## src/rtl/fp_norm_pipe_pkg.sv

```systemverilog
// Shared definitions for the FPU mantissa normaliser: format widths,
// leading-zero-count width derivation and the result-flag bundle.
package fpu_norm_pkg;

  localparam int SP_WIDTH = 24;
  localparam int SP_EXP_W = 8;
  localparam int DP_WIDTH = 53;
  localparam int DP_EXP_W = 11;

  // Width needed to hold a count of 0..width inclusive.
  function automatic int cnt_width(input int width);
    return $clog2(width + 1);
  endfunction

  typedef struct packed {
    logic zero;
    logic uflow;
  } norm_flags_t;

endpackage

```

## src/rtl/fp_norm_pipe_lzc_tree.sv

```systemverilog
// Combinational log-depth leading-zero counter; an all-zero input yields WIDTH.
module lzc_tree
  import fpu_norm_pkg::*;
#(
  parameter int WIDTH = SP_WIDTH,
  parameter int CNT_W = cnt_width(WIDTH)
) (
  input  logic [WIDTH-1:0] mant_i,
  output logic [CNT_W-1:0] cnt_o
);

  localparam int L = $clog2(WIDTH);
  localparam int P = 1 << L;

  logic [P-1:0] pad_s;

  // Padding with ones below the LSB makes the padded count equal WIDTH on zero input.
  if (P > WIDTH) begin : g_pad
    assign pad_s = {mant_i, {(P - WIDTH){1'b1}}};
  end else begin : g_nopad
    assign pad_s = mant_i;
  end

  for (genvar g = 1; g <= L; g++) begin : lvl
    localparam int N = P >> g;
    logic [N-1:0]        v;
    logic [N-1:0][g-1:0] c;
    for (genvar k = 0; k < N; k++) begin : node
      if (g == 1) begin : g_leaf
        assign v[k] = pad_s[2*k+1] | pad_s[2*k];
        assign c[k] = ~pad_s[2*k+1];
      end else begin : g_inner
        logic vh_s;
        logic vl_s;
        assign vh_s = lvl[g-1].v[2*k+1];
        assign vl_s = lvl[g-1].v[2*k];
        assign v[k] = vh_s | vl_s;
        assign c[k] = vh_s ? {1'b0, lvl[g-1].c[2*k+1]} : {1'b1, lvl[g-1].c[2*k]};
      end
    end
  end

  assign cnt_o = lvl[L].v[0] ? CNT_W'(lvl[L].c[0]) : CNT_W'(WIDTH);

endmodule

```

## src/rtl/fp_norm_pipe.sv

```systemverilog
// Two-stage mantissa normaliser with valid/ready on both sides.
// FP_NORM_DENORM_CLAMP_EN: clamp the shift on exponent underflow to form a denormal.
module fp_norm_pipe
  import fpu_norm_pkg::*;
#(
  parameter int WIDTH = SP_WIDTH,
  parameter int EXP_W = SP_EXP_W,
  parameter int CNT_W = cnt_width(WIDTH)
) (
  input  logic             clk,
  input  logic             rst_n,
  input  logic             in_valid,
  output logic             in_ready,
  input  logic [WIDTH-1:0] in_mant,
  input  logic [EXP_W-1:0] in_exp,
  output logic             out_valid,
  input  logic             out_ready,
  output logic [WIDTH-1:0] out_mant,
  output logic [EXP_W-1:0] out_exp,
  output logic [CNT_W-1:0] out_lzc,
  output logic             out_zero,
  output logic             out_uflow
);

  localparam int MW = (CNT_W > EXP_W) ? CNT_W : EXP_W;

  logic             s2_adv_s, s1_adv_s;
  logic [CNT_W-1:0] in_lzc_s;

  logic             s1_valid_q, s1_valid_d;
  logic [WIDTH-1:0] s1_mant_q, s1_mant_d;
  logic [EXP_W-1:0] s1_exp_q, s1_exp_d;
  logic [CNT_W-1:0] s1_lzc_q, s1_lzc_d;

  logic             out_valid_q, out_valid_d;
  logic [WIDTH-1:0] out_mant_q, out_mant_d;
  logic [EXP_W-1:0] out_exp_q, out_exp_d;
  logic [CNT_W-1:0] out_lzc_q, out_lzc_d;
  norm_flags_t      out_flags_q, out_flags_d;

  logic [MW-1:0]    lzc_ext_s, exp_ext_s, sh_s;
  logic [WIDTH-1:0] res_mant_s;
  logic [EXP_W-1:0] res_exp_s;
  norm_flags_t      res_flags_s;

  assign s2_adv_s = !out_valid_q || out_ready;
  assign s1_adv_s = !s1_valid_q || s2_adv_s;
  assign in_ready = s1_adv_s;

  lzc_tree #(.WIDTH(WIDTH), .CNT_W(CNT_W)) u_lzc (
    .mant_i(in_mant),
    .cnt_o (in_lzc_s)
  );

  always_comb begin
    s1_valid_d = s1_valid_q;
    s1_mant_d  = s1_mant_q;
    s1_exp_d   = s1_exp_q;
    s1_lzc_d   = s1_lzc_q;
    if (s1_adv_s) begin
      s1_valid_d = in_valid;
      if (in_valid) begin
        s1_mant_d = in_mant;
        s1_exp_d  = in_exp;
        s1_lzc_d  = in_lzc_s;
      end else begin
        s1_mant_d = s1_mant_q;
      end
    end else begin
      s1_valid_d = s1_valid_q;
    end
  end

  // Zero takes priority over underflow; the wrapped exponent is the default underflow result.
  always_comb begin
    lzc_ext_s         = MW'(s1_lzc_q);
    exp_ext_s         = MW'(s1_exp_q);
    res_flags_s.zero  = (s1_lzc_q == CNT_W'(WIDTH));
    res_flags_s.uflow = !res_flags_s.zero && (lzc_ext_s >= exp_ext_s);
    sh_s              = lzc_ext_s;
    res_exp_s         = s1_exp_q - EXP_W'(s1_lzc_q);
`ifdef FP_NORM_DENORM_CLAMP_EN
    if (res_flags_s.uflow) begin
      sh_s      = (exp_ext_s == {MW{1'b0}}) ? {MW{1'b0}} : exp_ext_s - MW'(1);
      res_exp_s = {EXP_W{1'b0}};
    end else begin
      sh_s = lzc_ext_s;
    end
`endif
    if (res_flags_s.zero) begin
      res_mant_s = {WIDTH{1'b0}};
      res_exp_s  = {EXP_W{1'b0}};
    end else begin
      res_mant_s = s1_mant_q << sh_s;
    end
  end

  always_comb begin
    out_valid_d = out_valid_q;
    out_mant_d  = out_mant_q;
    out_exp_d   = out_exp_q;
    out_lzc_d   = out_lzc_q;
    out_flags_d = out_flags_q;
    if (s2_adv_s) begin
      out_valid_d = s1_valid_q;
      if (s1_valid_q) begin
        out_mant_d  = res_mant_s;
        out_exp_d   = res_exp_s;
        out_lzc_d   = s1_lzc_q;
        out_flags_d = res_flags_s;
      end else begin
        out_mant_d = out_mant_q;
      end
    end else begin
      out_valid_d = out_valid_q;
    end
  end

  always_ff @(posedge clk or negedge rst_n) begin
    if (!rst_n) begin
      s1_valid_q  <= 1'b0;
      s1_mant_q   <= {WIDTH{1'b0}};
      s1_exp_q    <= {EXP_W{1'b0}};
      s1_lzc_q    <= {CNT_W{1'b0}};
      out_valid_q <= 1'b0;
      out_mant_q  <= {WIDTH{1'b0}};
      out_exp_q   <= {EXP_W{1'b0}};
      out_lzc_q   <= {CNT_W{1'b0}};
      out_flags_q <= 2'b00;
    end else begin
      s1_valid_q  <= s1_valid_d;
      s1_mant_q   <= s1_mant_d;
      s1_exp_q    <= s1_exp_d;
      s1_lzc_q    <= s1_lzc_d;
      out_valid_q <= out_valid_d;
      out_mant_q  <= out_mant_d;
      out_exp_q   <= out_exp_d;
      out_lzc_q   <= out_lzc_d;
      out_flags_q <= out_flags_d;
    end
  end

  assign out_valid = out_valid_q;
  assign out_mant  = out_mant_q;
  assign out_exp   = out_exp_q;
  assign out_lzc   = out_lzc_q;
  assign out_zero  = out_flags_q.zero;
  assign out_uflow = out_flags_q.uflow;

endmodule

```

## config.mk

```make
export PLATFORM = sky130hd
export DESIGN_NAME = fp_norm_pipe
export DESIGN_NICKNAME = d
export VERILOG_FILES = /design/src/rtl/fp_norm_pipe_pkg.sv /design/src/rtl/fp_norm_pipe_lzc_tree.sv /design/src/rtl/fp_norm_pipe.sv
export SDC_FILE = /design/constraint.sdc
export NUM_CORES = 1
export LEC_CHECK = 0
export ABC_AREA = 1
export CAP_MARGIN = 20
export CORE_MARGIN = 2
export CORE_UTILIZATION = 57
export DETAILED_ROUTE_END_ITERATION = 7
export PLACE_DENSITY_LB_ADDON = 0.08
export SYNTH_ARGS = -nofsm -noshare
export SYNTH_HDL_FRONTEND = slang
export SYNTH_HIERARCHICAL = 1
export SYNTH_SLANG_ARGS = --single-unit
```

## constraint.sdc

```tcl
create_clock -name clk -period 4.7 [get_ports clk]
set_input_delay 1.175 -clock clk [delete_from_list [all_inputs] [get_ports clk]]
set_output_delay 1.175 -clock clk [all_outputs]
set_load 0.03 [all_outputs]
```

Yosys cells after proc, flatten, opt, wreduce, memory -nomap -nowiden:

Cells that the tools add are included.

* add/sub/neg operators: 1
* order comparisons: 1
* equality and inequality tests: 1
* shift operators: 1
* mux-type cells: 14
* bitwise operators: 34
* reductions and logical operators: 8

Operators with widths (number)
* $mux 24: 1
* $shl 24x5->24: 1
* $or 1x1->1: 22
* $mux 2: 6
* $not 1->1: 12
* $mux 3: 3
* $ge 5x8->1: 1
* $mux 4: 2
* $mux 8: 1
* $sub 8x5->8: 1
* $eq 5x5->1 const B: 1
* $mux 5: 1
* $reduce_and 2->1: 2
* $logic_not 1->1: 3
* $logic_or 1x1->1: 2
* $logic_and 1x1->1: 1

* bits in registers: 78
* bits of input ports: 36
* output and inout bits: 41
* logic and storage cells: 70

Logic depth before layout (Yosys ltp):

* word-level depth: 5
* mapped depth: 13
* gate-level depth less buffers: 11

Modules after synthesis:

Netlist, hierarchy kept.

Modules (own cells, without submodules)
* fp_norm_pipe: instances 1, cells each 538, area each 4279.1 µm², seq. area each 1951.9 µm²
* lzc_tree: instances 1, cells each 80, area each 396.6 µm², seq. area each 0.0 µm²

Worst setup path after synthesis:

Ideal clock, no wire load.

* kind: input -> output
* start: input port out_ready
* end: output port in_ready
* data arrival time: 1.511 ns
* data required time: 3.525 ns
* path slack: 2.014 ns
* stages on the path: 2
* path buffers: 0
* cells stage by stage: inv_1 > nand3_1

* cells in the longest elaborated chain, start to end: 2

RTL lines
* start: declaration: line fp_norm_pipe.sv:17 `input logic out_ready,`
* $logic_or 1x1->1: line fp_norm_pipe.sv:46 `assign s2_adv_s = !out_valid_q || out_ready;`
* $logic_or 1x1->1: line fp_norm_pipe.sv:47 `assign s1_adv_s = !s1_valid_q || s2_adv_s;`
* end: declaration: line fp_norm_pipe.sv:13 `output logic in_ready,`

Every way passes these cells.

Final worst setup path:

Same ends and word-level chain as after synthesis.

==> results.md <==
* Post-synth ARST share at 100%
* Post-synth top cells: nand2_1 (195), nand3_1 (87), dfrtp_1 (78)
* CTS tree: done
* Clk_skew at 10.3 ps
* Crit path kind: input port to output pin
* CTS buffer count at 9
* Simple-gate share of the synthesized area at 33.0%
* Max-slew headroom at 30.2%
* Crit end category: output pin
* CP Data Arrival Time at 2480 ps
* Synthesis Warnings at 6
* Tot Pwr at 0.00267 W
* Leak at 2.73 nW
* Initial core utilization at 57.8%
* Synth Area in Compound Gates at 9.47%
* Netlist cell types at 34
* Layout cells sized above 1 at 12.3%
* Core Area at 0.00809 mm²
* Multi-input gate area at 0.00234 mm²
* Peak VDD IR at 0.203 mV
* M1 WL at 5200 µm
* Total clock sinks at 78
* I/O Buffers at 76
* Antenna Cells at 0
* Via Count at 4362
* Post-CTS Resized at 0
* CP required at 3520 ps
* Clock slew at reported path FFs at 90 ps
* Post-synth top area cell: dfrtp_1
* Largest cells by area after synthesis: dfrtp_1 (42%), nand2_1 (16%), nand3_1 (9.3%)
* GRT Util Overall at 26.6%
* Final WL at 11200 µm
* Final hold slack at 486 ps
* Remaining Overflow, GRT at 0
* Die area at 0.00894 mm²
* Post-Synth XOR/XNOR Area at 0.375%
* Sequential fraction of the synthesis area at 41.7%
* # fillers at 735
* RSZ-0062 raised after global routing: no
* Vias in the first global route at 3915
* Setup TNS at 0 ps
* Synthesized area at 0.00468 mm²
* Pins Over Slew Limit at 0
* Max H-tree Level at 3
* DP HPWL at 8310 µm
* Routed length per instance at 14.2 µm
* DR pass1 iterations at 6
* Largest net degree at the start of global routing at 79
* Number of synthesized flops with an enable pin at 0
* Area Overhead vs Synth at 19.7%
* Count leader, synth: nand2_1
* Adder-Cell Fraction of Synth Area at 1.77%
* Utilization after layout at 69.2%
* GP Congestion at 0.929
* Number of core rows at 33
* Highest routed layer: met4
* Root buffer cell: clkbuf_8
* Critical Path Fanout Max at 3
* FMAX at 0.273 GHz
* Number of synthesized register bits at 78
* Drt drc at 0
* Initial antenna violation count at 0
* Register area at 0.00195 mm²
* Top Ports at 77
* Fin nets at 720
* Main combinational cell family by area after synthesis: simple AND/OR/NAND/NOR gates
* Final Hold Fails at 0
* Final Setup Violations at 0
* Met2 Routed Length at 5040 µm
* Yosys top cell area share at 41.7%
* Power Dens Cells at 477 mW/mm²
* Cell count after synthesis at 618
* Max Buffers Root-to-Sink at 2
* Routed Antenna Nets at 0
* Area after DPL at 0.00538 mm²
* Initial DRC Count at 317
* Post-CTS Setup Bufs at 0
* Cts hold-fix bufs at 0
* Wire length on met3 at 679 µm
* Mean Syn Cell Area at 7.57 µm²
* Chip height at 94.6 µm
* Nature of the critical path startpoint: input port
* Synthesized Nets at 660
* Ys flop type: dfrtp_1
* DR vias/cell at 5.54
* Mux contribution to synthesized area at 5.30%
* Final Instance Area at 0.00560 mm²
* Tmin final at 3660 ps
* Width of the die at 94.6 µm
* First-pass GRT wire length at 18600 µm
* Least-Margin Pin Slew at 1040 ps
* Period utilization at 77.9%
* Clock Latency Late Sink at 360 ps
* Status: finished, final reports clean
* Worst Hold Class: flip-flop to flip-flop
* Max Cap Viol at 0
layout make-up:
type | count | area share (%)
clock buffer | 9 | 2.21
tap | 105 | 2.35
sequential | 78 | 34.9
timing repair buffer | 77 | 14.0
multi-input combinational | 460 | 41.7
clock inverter | 7 | 1.16
inverter | 52 | 3.66
metrics by stage:
stage	setup slack, ps	instances
2_1_floorplan	2010	618
3_3_place_gp	1040	771
3_5_place_dp	1040	771
4_1_cts	1030	787
5_1_grt	997	788
6_report	1040	788
power by group:
part	internal, W	total (W)	switching, W
registers	0.000840	0.000983	0.000143
logic	0.000465	0.00120	0.000738
clock network	0.000205	0.000482	0.000277
total	0.00151	0.00267	0.00116
sequential cells by signal (all words and copies together), names as in the netlist:
name,cells
out_valid,1
s1_valid_q,1
s1_lzc_q,5
out_lzc,5
s1_mant_q,24
out_mant,24
out_exp,8
out_uflow,1
out_zero,1
exp_ext_s,8
cell usage in the layout, fill, tap and decap left out:
master	n
clkdlybuf4s50_1	75
dfrtp_1	78
ha_1	5
o21ai_1	8
nand4_1	3
inv_4	1
nor3_1	1
nand2_4	3
nand3_2	4
fa_1	1
inv_2	10
mux2_2	22
nand2_1	195
o211ai_1	2
o21ai_0	29
nor2_2	4
nor2_8	1
nor2_1	32
nand2_2	13
a21oi_2	1
clkinv_4	2
nor2_4	3
buf_16	1
inv_1	40
buf_4	1
xor2_1	1
nand3_1	87
a21oi_1	40
xnor2_1	1
inv_8	3
clkbuf_8	9
o21bai_1	1
clkinvlp_4	1
inv_6	2
o21ai_2	3
logic make-up after synthesis:
family          count (synthesis)
mux                            22
compound gates                 84
simple gates                  346
buf+inv                        80
fa+ha+maj                       6
flops                          78
xor+xnor                        2
layer usage:
layer,track usage (%),up-vias
met1,38.2,2013
met2,41.4,177
met3,4.31,28
met4,8.82,0
met5,0,-
li1,-,2144
path summary, 6_finish.rpt:
| kind | startpoint | end | slack (ps) | depth (start not counted) |
|---|---|---|---|---|
| worst min-delay path | out_mant[16] | out_mant[16] | 490 | 2 |
| worst max register to register | s1_lzc_q[3] | out_uflow | 2130 | 9 |
| worst max-delay path | out_ready | in_ready | 1040 | 4 |
| worst min register to register | out_mant[16] | out_mant[16] | 490 | 2 |
| min in group asynchronous | rst_n | out_mant[21] | 720 | 1 |
| max in group asynchronous | rst_n | exp_ext_s[5] | 3400 | 2 |
worst max-delay path, cell delays in order:
cell and delay [ps]:
clkdlybuf4s50_1 450, inv_1 50, nand3_1 120, clkdlybuf4s50_1 690
Power figures use the tool's default switching activity.
==> edit, RTL diff (same settings) <==
Build with the macro `FP_NORM_DENORM_CLAMP_EN` defined.
--- a/src/rtl/fp_norm_pipe.sv
+++ b/src/rtl/fp_norm_pipe.sv
@@ -1,4 +1,6 @@
 // Two-stage mantissa normaliser with valid/ready on both sides.
 // FP_NORM_DENORM_CLAMP_EN: clamp the shift on exponent underflow to form a denormal.
+`define FP_NORM_DENORM_CLAMP_EN
+
 module fp_norm_pipe
   import fpu_norm_pkg::*;
Check against the original RTL: not equivalent (Yosys sat finds a counterexample within 4 cycles, from zero or initial values and one cycle with rst_n low).
==> edit against the unedited design <==
- wire length rose by 15%
- setup slack worse by 30 ps
- sequential cell count unchanged
- total power rose by 9.9%
- synthesized area is 6.9% higher
- maximum frequency down 0.82%
- non-clock buffer count is 4 higher
- cell count grew 8.8%
- cell area up 7.1%
- largest power group unchanged
==> edit: results (changes against the unedited design) <==
routing:
  firstDrtPassIters: 5  # -1
  via_per_inst: 5.56  # +0.44%
  wirelength_um: 12800  # +15%
  first_iter_violations: 365  # +15%
layout:
  syn_to_final_growth_pct: 19.9
  sh_seq_area_pct: 32.6  # -2.3 points
  drive_above_1_share_pct: 13.0  # +0.65 points
  nClkBuffers: 10  # +1
  multiInputGateArea_um2: 2680  # +15%
  inv_count: 53  # +1.9%
  fill_cells: 716  # -2.6%
  nMultiInputCombCells: 521  # +13%
  nNetsFinal: 787  # +9.3%
  nonClockBufferCount: 81  # +5.2%
  clk_share_pct: 3.84  # +0.47 points
placement:
  dpl_cell_area_um2: 5770  # +7.1%
  dpl.hpwl_um: 9540  # +15%
  place_ws_ps: 1010  # -33.2 ps
worst_setup_path:
  r2r_cells: 20  # +11
  regToRegStartpoint: "exp_ext_s[0]"
  r2r-end: "out_mant[22]"
  crit_arrival_ps: 2520  # +40 ps
timing:
  max_freq_mhz: 271  # -0.82%
  skew_ps: 14.0  # +3.71 ps
yosys:
  syn-num-nets: 722  # +9.4%
  ys_seq_elements: 78  # unchanged
  yosysSeqAreaShare_pct: 39.0  # -2.7 points
  syn-instance-count: 679  # +9.9%
  synth_cell_types: 39  # +15%
  synthTopCellsByArea: "dfrtp_1, nand2_1, nand3_1, mux2_2, a21oi_1"
  synth_common_cells: "nand2_1, nand3_1, dfrtp_1"
power:
  internal-power_uw: 1680  # +12%
  power.leakage_uw: 0.00297  # +8.6%
  peakVddDrop_mv: 0.216  # +6.6%
floorplan:
  dieWidth_um: 97.6  # +3.3%
global_routing:
  grt_pass1_vias: 4556  # +16%
  grtUsageTotal_pct: 27.7  # +1.1 points
  grt_first_pass_wirelength_um: 21700  # +17%
outcome:
  status: "complete, no violations"
min_path:
  min_to: "out_mant[21]"
  min_from: "out_mant[21]"
-- edit: worst max-delay path, cell delays in order --
cell and delay [ps]:
clkdlybuf4s50_1 460, inv_1 60, nand3_1 130, clkdlybuf4s50_1 690
-- edit: metal layers --
layer,vias to the layer above,GRT usage [%],part of all wire [%]
li1,2356,-,-
met1,2242,39.6,47
met2,152,44.2,46
met3,15,4.68,5.3
met4,0,6.73,1.4
met5,-,0,0
-- edit: logic make-up after synthesis --
logic type               count (synthesis)  share of synthesized area (%)
buffers and inverters                   80                           7.31
AND/OR/NAND/NOR                        402                           36.3
adder cells (fa/ha/maj)                  7                           1.90
flip-flops                              78                           39.0
AO/OA/AOI/OAI                           84                           9.26
multiplexers                            25                           5.63
XOR/XNOR                                 3                          0.526
-- edit: power groups by stage --
stage          clock network, uW  logic [uW]  registers [uW]
5_1_grt                      618        1530             979
2_1_floorplan                  0         676            1200
4_1_cts                      588        1390             956
3_5_place_dp                   0        1390             968
6_report                     580        1400             955
3_3_place_gp                   0        1360             957
